--- src/rtl/gtx_tx_rst_seq.sv ---
`default_nettype none
// ============================================================================
// Module   : gtx_tx_rst_seq
// Purpose  : Transmit-path reset sequencer for one GTX lane. Resets the GTX
//            PLL, waits for a filtered lock, drives INIT/TX_RATE into the
//            clock-divider reset block, waits for GTXTEST_DONE, pulses
//            TXRESET and reports TX_READY. Timeouts retry a bounded number
//            of times and then park in a sticky FAIL state.
// Ports    : CLK, RST (sync, active-high), START (restart request),
//            RATE_REQ (0 full / 1 divided), PLLLKDET (async PLL lock),
//            GTXTEST_DONE (divider reset done) ->
//            GTXRESET, INIT, TX_RATE, TXRESET, TX_READY, FAIL,
//            RETRY_CNT[2:0], STATE[2:0]
// Revision : 1.0 - initial release
// ============================================================================
module gtx_tx_rst_seq #(
   parameter int AUTO_START  = 1,
   parameter int PLL_RST_CYC = 8,     // >= 2
   parameter int LOCK_TMO    = 4095,
   parameter int DONE_TMO    = 4095,  // must exceed the divider reset time (> 2060)
   parameter int TXRST_CYC   = 4,     // >= 1
   parameter int MAX_RETRY   = 3      // 1..7
) (
   input  logic       CLK,
   input  logic       RST,
   input  logic       START,
   input  logic       RATE_REQ,
   input  logic       PLLLKDET,
   input  logic       GTXTEST_DONE,
   output logic       GTXRESET,
   output logic       INIT,
   output logic       TX_RATE,
   output logic       TXRESET,
   output logic       TX_READY,
   output logic       FAIL,
   output logic [2:0] RETRY_CNT,
   output logic [2:0] STATE
);

   localparam logic [2:0] c_idle      = 3'd0;
   localparam logic [2:0] c_pll_rst   = 3'd1;
   localparam logic [2:0] c_wait_lock = 3'd2;
   localparam logic [2:0] c_div_init  = 3'd3;
   localparam logic [2:0] c_wait_done = 3'd4;
   localparam logic [2:0] c_tx_rst    = 3'd5;
   localparam logic [2:0] c_ready     = 3'd6;
   localparam logic [2:0] c_failed    = 3'd7;

   localparam logic [11:0] c_pll_last   = 12'(PLL_RST_CYC - 1);
   localparam logic [11:0] c_lock_last  = 12'(LOCK_TMO - 1);
   localparam logic [11:0] c_div_last   = 12'd3;
   localparam logic [11:0] c_done_last  = 12'(DONE_TMO - 1);
   localparam logic [11:0] c_txrst_last = 12'(TXRST_CYC - 1);
   localparam logic [2:0]  c_max_retry  = 3'(MAX_RETRY);

   logic        sync1_q, sync1_d, sync2_q, sync2_d;
   logic        lock_s;
   logic [3:0]  filt_cnt_q, filt_cnt_d;
   logic        lock_ok_q, lock_ok_d;
   logic        auto_q, auto_d;
   logic [2:0]  state_q, state_d;
   logic [11:0] cnt_q, cnt_d;
   logic [2:0]  retry_q, retry_d;
   logic        enter;
   logic        timeout;
   logic        gtxreset_q, gtxreset_d;
   logic        init_q, init_d;
   logic        txreset_q, txreset_d;
   logic        tx_ready_q, tx_ready_d;
   logic        fail_q, fail_d;
   logic        tx_rate_q, tx_rate_d;

   assign lock_s = sync2_q;

   // Lock synchroniser and filter: lock_ok rises on the 16th consecutive
   // cycle of lock_s high and drops together with lock_s.
   always_comb begin
      sync1_d    = PLLLKDET;
      sync2_d    = sync1_q;
      filt_cnt_d = filt_cnt_q;
      lock_ok_d  = lock_ok_q;
      auto_d     = 1'b0;
      if (!lock_s) begin
         filt_cnt_d = 4'd0;
         lock_ok_d  = 1'b0;
      end else if (filt_cnt_q == 4'hF) begin
         lock_ok_d  = 1'b1;
      end else begin
         filt_cnt_d = filt_cnt_q + 4'd1;
      end
   end

   // Next-state logic; branch order encodes event priority below RST.
   always_comb begin
      state_d = state_q;
      retry_d = retry_q;
      timeout = 1'b0;
      enter   = 1'b0;
      if (START) begin
         state_d = c_pll_rst;
         retry_d = 3'd0;
         enter   = 1'b1;          // re-entry of PLL_RST also restarts its count
      end else if (!lock_s && (state_q inside {c_div_init, c_wait_done, c_tx_rst, c_ready})) begin
         state_d = c_pll_rst;
      end else begin
         case (state_q)
            c_idle:      if (auto_q) state_d = c_pll_rst;
            c_pll_rst:   if (cnt_q == c_pll_last) state_d = c_wait_lock;
            c_wait_lock: begin
               if (lock_ok_q)                 state_d = c_div_init;
               else if (cnt_q == c_lock_last) timeout = 1'b1;
            end
            c_div_init:  if (cnt_q == c_div_last) state_d = c_wait_done;
            c_wait_done: begin
               if (GTXTEST_DONE)              state_d = c_tx_rst;
               else if (cnt_q == c_done_last) timeout = 1'b1;
            end
            c_tx_rst:    if (cnt_q == c_txrst_last) state_d = c_ready;
            c_ready:     if (RATE_REQ != tx_rate_q) state_d = c_div_init;
            default:     state_d = state_q;   // FAILED holds until START/RST
         endcase
         if (timeout) begin
            if (retry_q != c_max_retry) retry_d = retry_q + 3'd1;
            state_d = (retry_d == c_max_retry) ? c_failed : c_pll_rst;
         end
      end
      if (state_d != state_q) enter = 1'b1;
      // Counter saturates in the open-ended states instead of wrapping.
      if (enter)                 cnt_d = 12'd0;
      else if (cnt_q == 12'hFFF) cnt_d = cnt_q;
      else                       cnt_d = cnt_q + 12'd1;
   end

   // Outputs decoded from the next state so they change with STATE.
   always_comb begin
      gtxreset_d = state_d inside {c_idle, c_pll_rst, c_failed};
      init_d     = !(state_d inside {c_wait_done, c_tx_rst, c_ready});
      txreset_d  = (state_d != c_ready);
      tx_ready_d = (state_d == c_ready);
      fail_d     = (state_d == c_failed);
      tx_rate_d  = (enter && state_d == c_div_init) ? RATE_REQ : tx_rate_q;
   end

   always_ff @(posedge CLK) begin
      if (RST) begin
         sync1_q    <= 1'b0;
         sync2_q    <= 1'b0;
         filt_cnt_q <= 4'd0;
         lock_ok_q  <= 1'b0;
         auto_q     <= (AUTO_START != 0);
         state_q    <= c_idle;
         cnt_q      <= 12'd0;
         retry_q    <= 3'd0;
         gtxreset_q <= 1'b1;
         init_q     <= 1'b1;
         txreset_q  <= 1'b1;
         tx_ready_q <= 1'b0;
         fail_q     <= 1'b0;
         tx_rate_q  <= 1'b0;
      end else begin
         sync1_q    <= sync1_d;
         sync2_q    <= sync2_d;
         filt_cnt_q <= filt_cnt_d;
         lock_ok_q  <= lock_ok_d;
         auto_q     <= auto_d;
         state_q    <= state_d;
         cnt_q      <= cnt_d;
         retry_q    <= retry_d;
         gtxreset_q <= gtxreset_d;
         init_q     <= init_d;
         txreset_q  <= txreset_d;
         tx_ready_q <= tx_ready_d;
         fail_q     <= fail_d;
         tx_rate_q  <= tx_rate_d;
      end
   end

   assign GTXRESET  = gtxreset_q;
   assign INIT      = init_q;
   assign TX_RATE   = tx_rate_q;
   assign TXRESET   = txreset_q;
   assign TX_READY  = tx_ready_q;
   assign FAIL      = fail_q;
   assign RETRY_CNT = retry_q;
   assign STATE     = state_q;

endmodule
`default_nettype wire

--- config.mk ---
export PLATFORM = sky130hd
export DESIGN_NAME = gtx_tx_rst_seq
export DESIGN_NICKNAME = d
export VERILOG_FILES = /design/src/rtl/gtx_tx_rst_seq.sv
export SDC_FILE = /design/constraint.sdc
export NUM_CORES = 1
export LEC_CHECK = 0
export ABC_AREA = 0
export BUFFER_PORTS_ARGS = -buffer_cell sky130_fd_sc_hd__clkbuf_2
export CORE_ASPECT_RATIO = 2
export CORE_MARGIN = 4
export CORE_UTILIZATION = 52
export DETAILED_ROUTE_END_ITERATION = 8
export GPL_TIMING_DRIVEN = 0
export HOLD_SLACK_MARGIN = 0.03
export PLACE_DENSITY = 0.75
export RECOVER_POWER = 50
export SLEW_MARGIN = 15
export SYNTH_ARGS = -nofsm -noshare
export SYNTH_HDL_FRONTEND = slang
export SYNTH_SLANG_ARGS = --single-unit
--- constraint.sdc ---
create_clock -name CLK -period 2.6 [get_ports CLK]
set_input_delay 0.52 -clock CLK [delete_from_list [all_inputs] [get_ports CLK]]
set_output_delay 0.52 -clock CLK [all_outputs]
set_load 0.1 [all_outputs]
### Word level (Yosys, flattened, before mapping)

Cells that the tools add are included.

* add/sub/neg operators: 3
* equal/unequal tests: 22
* muxes and demuxes: 25
* bitwise operators: 2
* reductions and logical operators: 13

Operators with widths (count)
* $mux 3: 15
* $eq 12x12->1 const B: 2
* $eq 3x3->1 const B: 7
* $pmux 3 s7: 1
* $add 12x1->12 const B: 1
* $eq 12x2->1 const B: 1
* $eq 12x3->1 const B: 1
* $eq 3x2->1 const B: 4
* $mux 1: 8
* $eq 3x1->1 const B: 2
* $logic_not 3->1: 2
* $reduce_bool 3->1: 2
* $reduce_or 2->1: 3
* $add 4x1->4 const B: 1
* $eq 4x4->1 const B: 1
* $reduce_bool 4->1: 1
* $add 3x1->3 const B: 1
* $ne 3x2->1 const B: 1
* $ne 3x3->1: 1
* $ne 3x3->1 const B: 1
* $logic_and 1x1->1: 2
* $logic_not 1->1: 2
* $not 1->1: 2
* $pmux 1 s2: 1
* other kinds (2): 2

* flip-flop bits (word level): 32
* input bits: 6
* output and inout port bits: 12
* logic and storage cells: 79

### Depth between registers and ports, before layout

Gate-level depths: netlist of run 1.

* depth in word-level cells: 17
* gate-level depth with buffers: 10
* gate-level depth less buffers: 8

### Least setup slack after synthesis of run 1

Ideal clock, no wire load.

* path kind: register -> register
* start point: reg state_q[1], in the netlist STATE[1]
* end point: reg cnt_q[6]
* library setup time: 88 ps
* arrival time: 2798 ps
* data required time: 2512 ps
* path slack: -286 ps
* stages on the path, launching flop included: 10
* path buffers: 3
* clock period less this slack: 2886 ps
* path through: dfxtp_1 -> buf_6 -> or3b_4 -> a21oi_2 -> a31oi_1 -> and3b_1 -> buf_2 -> mux2_4 -> buf_6 -> nor4_2

* longest elaborated chain between the ends: 10
* elaborated cells on any way between the ends: 26
* classes of those cells: eq/ne: 7; mux: 15; reduce/logical: 4

Ends and longest elaborated chain
* start, declared: RTL line 61 `logic [2:0] state_q, state_d;`
* start signal, assigned: RTL line 151 `state_q <= c_idle;`
* start signal, assigned: RTL line 166 `state_q <= state_d;`
* $eq 3x3->1 or $eq 3x2->1 (tied branches): RTL line 103, 106
* $pmux 1 s2: RTL line 106 `case (state_q)`
* $mux 1: RTL line 103 `end else if (!lock_s && (state_q inside {c_div_init, c_wait_done, c_tx_rst, c_ready})) begin`
* $mux 1: RTL line 99 `if (START) begin`
* $mux 3: RTL line 122 `if (timeout) begin`
* $mux 3: RTL line 103
* $mux 3: RTL line 99
* $ne 3x3->1 (*): RTL line 127 `if (state_d != state_q) enter = 1'b1;`
* $mux 1 (*): RTL line 127
* $reduce_or 2->1 (no source line) (*)
* end signal, assigned: RTL line 167 `cnt_q <= cnt_d;`
* end, declared: RTL line 62 `logic [11:0] cnt_q, cnt_d;`

Every way passes the cells marked *; elsewhere a longest branch is shown, timed or not. The select of a mux whose other input is x is not followed.
A chain may end at the register's enable or synchronous reset.

### Worst setup path in the final report of run 1

* start point: reg cnt_q[1]
* end point: reg cnt_q[6]

* longest elaborated chain between the ends: 12
* elaborated cells on any way between the ends: 21
* classes of those cells: add/sub: 1; eq/ne: 5; mux: 14; reduce/logical: 1

Ends and longest elaborated chain (RTL line)
* $eq 12x12->1: 111, 116
* $mux 1: 111, 116
* $mux 1 (on tied branches): 115, 110
* $pmux 1 s2: 106
* $mux 1: 103
* $mux 1: 99
* $mux 3: 122
* $mux 3: 103
* $mux 3: 99
* $ne 3x3->1: 127
* $mux 1: 127
* $reduce_or 2->1 (no source line)

Parallel ways exist; a longest one is shown, timed or not. The select of a mux whose other input is x is not followed.

==> results list, run 1 <==
* Number of buffers inserted by port buffering: 17
- For this configuration, the core starts out at a cell density of 0.545.
- Among all flip-flop cells after synthesis, the most frequent one is dfxtp_1.
* P_leak: 0.729 nW
- The later pin in the worst-skew pair is clocked with a latency of 0.28 ns.
- Drt drc: 0
* Arrival @ worst endpoint: 2.64 ns
* Relative slew slack: 0.222
* Initial antenna violation count: 0
- STA classifies the critical path endpoint as a register.
- The H-tree generated during clock tree synthesis spans 2 levels.
- The cell count after synthesis came out at 201.
- Result of the run: complete, no violations
- Peak VDD IR: 0.334 mV
- Launch point of the worst reg-to-reg path: cnt_q[1]
- For this design, the CTS-stage hold fixing added 0 buffers.
* Die span in y: 90.3 µm
- Worst hold path class: in -> reg
- Post-synth ARST share: 0
- The floorplan step set the die width to 49.1 µm.
- Summing all flip-flop and latch instances after layout gives 653 µm².
- Counting cells, the worst reg-to-reg path comes to 9.
- Number of standard-cell rows in the floorplan: 29
* Post-layout worst setup margin: 0.153 ns
* Via count of the first global-routing pass: 1,570
- Number of cells on the worst hold path: 1
* Layout-stage area growth over the synthesis result: 15.4%
* Hold Violations, Final: 0
- After routing, the total negative slack on setup checks comes to 0 ns.
- The detailed router finished its first iteration with 38 violations.
* Number of vias in the routed layout: 1,581
* Number of iterations in the first detailed-routing pass: 4
- Number of max-slew violations in the final report: 0
* CTS tree: built
- Pre-CTS WS: -0.232 ns
- In this run the critical register-to-register path is captured at cnt_q[6].
- After routing the design area is 2030 µm².
* Number of primary I/O pins: 18
- Worst-path clk slew: 0.06 ns
* Fraction of the yosys area taken by sequential cells: 0.364
* Worst-margin pin slew: 1.17 ns
* Number of max-cap violations: 0
- Antenna fix cells: 0
* Syn. warnings: 0
- Entering global routing, the biggest net connects 11 pins.
- The cell sitting at the root of the clock tree is a clkbuf_8.
* Sum of overflow across all layers after global routing: 0
* Combined area of the multi-input logic cells: 1090 µm²
* Post-synthesis cell area: 1760 µm²
* Placeable Area: 3230 µm²
* Share of layout cells above drive strength 1: 0.195
* Detail Route Antenna Nets: 0
* Required arrival time at the worst endpoint: 2.80 ns
* Number of nets in the final layout: 237
* Register bit total from synthesis: 32
- After detailed placement, the total cell area comes to 1890 µm².
* Beginning of the worst hold path: RST
- Avg Synthesized Cell Area: 8.76 µm²
* EDFF count, synth: 0
- Number of placed instances, taps included: 249
- The synthesized netlist contains 53 unique library cells.
- Once detailed placement completed, the half-perimeter wirelength came to 3.09 mm.
* Final Wtd Congestion: 0.923
- Fraction of the core area covered by cells at the end of the flow: 0.629
- The worst setup path is launched from a register.
- GRT Overall Usage: 0.202
- Worst Hold End: auto_q
- In this run the worst path has a maximum fanout of 10.
* Final period util: 0.941
- The number of nets in the synthesized netlist is 212.
- The floorplan step defined a die boundary enclosing 4440 µm².
- In this run the register-to-register setup slack is 0.15 ns.
* Critical setup path kind: reg -> reg
- Number of setup violations in the final report: 0
- Setup skew after layout: 0.00314 ns
- In this run the deepest clock path goes through 2 buffers.
* Minimum clock period: 2.45 ns
* Global-route wire length before repair: 7.13 mm
- Vias per inst: 6.15
- Final instance count without filler cells: 257
- Routed length per placed instance: 16.2 µm
* Count of fill cells added during filler insertion: 308
- Max frequency: 0.409 GHz
- Number of buffers inserted during clock tree synthesis: 5
* Power per Cell Area: 445 nW/µm²
- Count of clock tree sinks: 32
* Post-Route WL: 4.15 mm
==> cell families after synthesis <==
logic type / count (synthesis) / share of synthesized area
buf+inv: 17 / 0.0505
simple gates: 98 / 0.323
fa+ha+maj: 5 / 0.0355
flops: 32 / 0.364
xor+xnor: 10 / 0.0497
compound gates: 30 / 0.120
mux: 9 / 0.0576
==> worst max path at each step <==
stage / startpoint / to / slack [ns]
after global placement: cnt_q[0] / cnt_q[6] / -0.21
after floorplan: STATE[1] / cnt_q[6] / 0.04
after detailed placement: cnt_q[0] / cnt_q[6] / -0.23
after global routing: cnt_q[1] / cnt_q[6] / -0.02
after CTS: RETRY_CNT[0] / cnt_q[6] / 0.03
final: cnt_q[1] / cnt_q[6] / 0.15
==> cell usage after synthesis, types with 3 or more instances <==
cell / count / area share
dfxtp_1: 32 / 0.36
nor2_1: 15 / 0.032
nand3_1: 14 / 0.040
nor3_1: 13 / 0.037
nand2_1: 10 / 0.021
a21oi_1: 7 / 0.020
inv_1: 6 / 0.013
mux2i_1: 6 / 0.034
nand2b_1: 6 / 0.021
nand4_1: 6 / 0.021
nor2b_1: 6 / 0.021
xnor2_1: 6 / 0.030
buf_2: 5 / 0.014
ha_1: 5 / 0.036
nor4_1: 5 / 0.018
and3_1: 4 / 0.014
xor2_1: 4 / 0.020
a31oi_1: 3 / 0.011
clkbuf_1: 3 / 0.0064
o21ai_0: 3 / 0.0085
==> metrics by stage <==
| step | hold slack, ns | power (mW) |
|---|---|---|
| after floorplan | 0.414 | 0.548 |
| after global placement | 0.425 | 0.562 |
| after detailed placement | 0.453 | 0.563 |
| after CTS | 0.365 | 0.910 |
| after global routing | 0.380 | 0.942 |
| final | 0.390 | 0.903 |
==> layer usage <==
metal | part of all wire | global-route usage | wire, µm
met2 | 0.59 | 0.383 | 2440
met4 | 0.017 | 0.0998 | 72
met3 | 0.027 | 0.0380 | 111
met1 | 0.37 | 0.198 | 1530
met5 | 0 | 0 | 0
==> worst max-delay path, cell delays in order (launching register included) <==
cell and delay, ns:
dfxtp_2 0.45, ha_4 0.22, and3b_1 0.18, o22ai_1 0.07, a2111oi_0 0.35, and3b_1 0.20, buf_2 0.18, mux2_4 0.33
buf_6 0.15, nor4_2 0.22
==> report_power, final <==
group	switching (mW)	internal (mW)	total [mW]
Clock	0.169	0.181	0.351
Sequential	0.00655	0.495	0.502
Combinational	0.0320	0.0184	0.0504
==> area by class of cell <==
class / count / area share
clock buffers: 6 / 0.0357
multi-input cells: 152 / 0.537
repair buffers: 19 / 0.0413
plain buffers: 10 / 0.0314
inverters: 6 / 0.0111
flip-flops and latches: 32 / 0.322
well taps: 31 / 0.0191
clock inverters: 1 / 0.00246
==> repair_timing <==
item | CTS | global route
resized for setup | 5 | 9
buffers inserted | 0 | 2
endpoints found under the setup margin | 12 | 12
pin swaps | 0 | 1
==> registers in the layout, indices dropped and copies added (netlist names) <==
name,count
INIT,1
cnt_q,12
TX_READY,1
auto_q,1
TXRESET,1
filt_cnt_q,4
GTXRESET,1
sync1_q,1
TX_RATE,1
lock_ok_q,1
lock_s,1
FAIL,1
STATE,3
RETRY_CNT,3
==> cell usage in the layout, fill, tap and decap left out, types with 4 or more instances in the layout <==
master    synthesis  layout
inv_1             6       6
nand3_1          14      14
nor2_1           15      15
clkbuf_2          0       5
nor3_1           13      13
buf_2             5       5
nor4_1            5       4
nor2b_1           6       6
and3_1            4       4
xnor2_1           6       5
dfxtp_2           0       7
nand2_1          10      10
nand4_1           6       6
dfxtp_1          32      24
mux2i_1           6       6
xor2_1            4       4
nand2b_1          6       6
clkbuf_8          0       5
clkbuf_1          3      15
a21oi_1           7       7
Note: power is estimated with default switching activity, not from simulation.
==> run 2, diff against run 1 <==
Settings changed: PLACE_DENSITY 0.75 to 0.72.
Clock period 2.6 ns to 2.7 ns, I/O delays scaled along.
==> run 2 against run 1 <==
Effect of this change: critical path depth unchanged; largest power group unchanged; clock skew rose by 0.0012 ns; final cell count did not move; count of clock-buffer cells in the layout did not move.
==> results list, run 2 (synthesized netlist as in run 1, its figures left out) <==
- Result of the run: complete, no violations
- For this configuration, the core starts out at a cell density of 0.545.
- The register with the most flip-flops in the layout has 12 of them.
- P_leak: 0.727 nW
- Number of placed instances, taps included: 249
- TritonCTS built the clock tree.
* Post-Place Cell Area: 1890 µm²
- The worst setup path is launched from a register.
- Worst-margin pin slew: 1.18 ns
- Setup violations remaining at the end of the flow were counted as 0.
- Relative slew slack: 0.218
* Final std cell area, no fill: 2010 µm²
* Count of clock tree sinks: 32
- Launch point of the worst reg-to-reg path: cnt_q[1]
- Commonest cells after routing, fill and taps aside: 26 x dfxtp_1, 15 x nor2_1, 15 x clkbuf_1
- Layout-stage area growth over the synthesis result: 14.4%
- Beginning of the worst hold path: RST
* Number of max-slew violations in the final report: 0
* Final Wtd Congestion: 0.971
* Required arrival time at the worst endpoint: 2.89 ns
* Number of nets in the final layout: 236
* Leading registers by flop count: cnt_q x12, filt_cnt_q x4
- Arrival @ worst endpoint: 2.76 ns
- By instance count, the cell type seen most on the critical path is and3b_1.
- Final instance count without filler cells: 257
- Of the cells placed in the final design, the portion with a size suffix greater than 1 is 0.177.
- Antenna fix cells: 0
- Leaving out fill and tap cells, the most frequent cell in the layout is dfxtp_1.
* Worst-path clk slew: 0.07 ns
- Root Buffer Master: clkbuf_8
- Setup skew after layout: 0.00438 ns
* Number of iterations in the first detailed-routing pass: 4
* Routed length per placed instance: 16.2 µm
* Most flops, register: cnt_q
- Critical-path maximum fanout: 10
- In the finished design, the share of the clock period the worst path needs comes to 0.952.
* CTS H-tree lvls: 2
* Number of vias in the routed layout: 1,616
* Crit. Startpoint: cnt_q[1]
- Die span in y: 90.3 µm
- The initial antenna violation count is 0.
- Clock insertion delay at the later pin of the skew report: 0.28 ns
* Number of max-cap violations: 0
- Post-detail-place hpwl: 3.22 mm
- Timing would allow up to 0.389 GHz.
* GRT Overall Usage: 0.202
- Die area: 4440 µm²
- Hold repair after CTS inserted 0 buffers.
- After detailed routing, the total wire length is 4.18 mm.
- Critical setup path kind: reg -> reg
- The critical path goes through ha_2, and3b_1, o22ai_1, a2111oi_0, and3b_1, buf_2, mux2_4, buf_6, nor4_2.
- Number of buffers inserted during clock tree synthesis: 5
- Once detail routing completed, the nets flagged for antenna violations numbered 0.
* Sum of overflow across all layers after global routing: 0
- Number of buffers inserted by port buffering: 17
- Dividing the detail-routed via count by the number of cells gives 6.29.
- Summed over all failing endpoints, the final setup total negative slack is 0 ns.
- In the routed design, unresolved DRC markers number 0.
* Peak VDD IR: 0.397 mV
- During I/O placement, the number of pins put on the boundary was 18.
- The final count of hold timing violations is 0.
- Element type at the critical path end: register
* Power per Cell Area: 486 nW/µm²
- Placeable Area: 3230 µm²
- Counting the fill cells in the layout gives 278.
- For this design, the slowest cell found on the critical path is dfxtp_2.
- The longest clock path from root to sink contains 2 buffers.
- The first global-routing pass estimated 7.02 mm of wire.
- In this run, the number of DRC markers left after iteration 0 of detailed routing was 63.
* Number of standard-cell rows in the floorplan: 29
- Setup repair after global routing missed its margin: false
- Via count of the first global-routing pass: 1,549
- The path class of the tightest hold or removal check is in -> reg.
- Chip Width: 49.1 µm
* Largest net degree at the start of global routing: 11
- The worst path needs 2.57 ns of the cycle, external delays included.
* Slowest Stage Delay on Critical Path: 0.42 ns
## run 2: per-stage QoR
step                hold WS (ns)  power [mW]  utilization  worst slack [ns]
finish                     0.409       0.979        0.624             0.131
global route               0.406        1.02        0.624           0.00898
CTS                        0.379       0.992        0.621            0.0906
detailed placement         0.450       0.543        0.585            -0.170
global placement           0.433       0.542        0.585           -0.0957
floorplan                  0.414       0.528            -           -0.0444
## run 2: repair_timing
item / in CTS / in global routing
endpoints found under the setup margin: 12 / 1
gates resized for setup: 5 / 4
pin swaps: 0 / 1
buffers inserted: 0 / 1
## run 2: layout make-up
cell class | instances | area, µm² | share of cell area
multi-input cells | 152 | 1060 | 0.525
repair buffers | 18 | 76.3 | 0.0379
clock inverters | 2 | 35.0 | 0.0174
inverters | 6 | 22.5 | 0.0112
clock buffers | 6 | 72.6 | 0.0360
flip-flops and latches | 32 | 648 | 0.322
plain buffers | 10 | 63.8 | 0.0317
well taps | 31 | 38.8 | 0.0193
## run 2: final timing paths
check	endpoint	cells past startpoint	slack [ns]
worst max-delay path	cnt_q[6]	9	0.13
worst min-delay path	auto_q	1	0.41
worst max register to register	cnt_q[6]	9	0.13
worst min register to register	lock_s	1	0.46
## run 2: power breakdown
| group | switching, mW | internal [mW] |
|---|---|---|
| Combinational | 0.0318 | 0.0178 |
| Clock | 0.173 | 0.274 |
| Sequential | 0.00545 | 0.477 |
| Total | 0.210 | 0.769 |
## run 2: routing by layer
metal,vias to the layer above,routed length (µm),GRT usage
met3,18,148,0.0413
met1,772,1480,0.198
met4,0,212,0.150
li1,782,-,-
met2,44,2340,0.357
met5,-,0,0
## run 2: worst max-delay path, delay by kind of cell, from the launching register on
| family | cells | cell delay (ns) |
|---|---|---|
| simple gates | 3 | 0.63 |
| compound gates | 2 | 0.45 |
| flops | 1 | 0.42 |
| mux | 1 | 0.33 |
| buf+inv | 2 | 0.33 |
| fa+ha+maj | 1 | 0.32 |
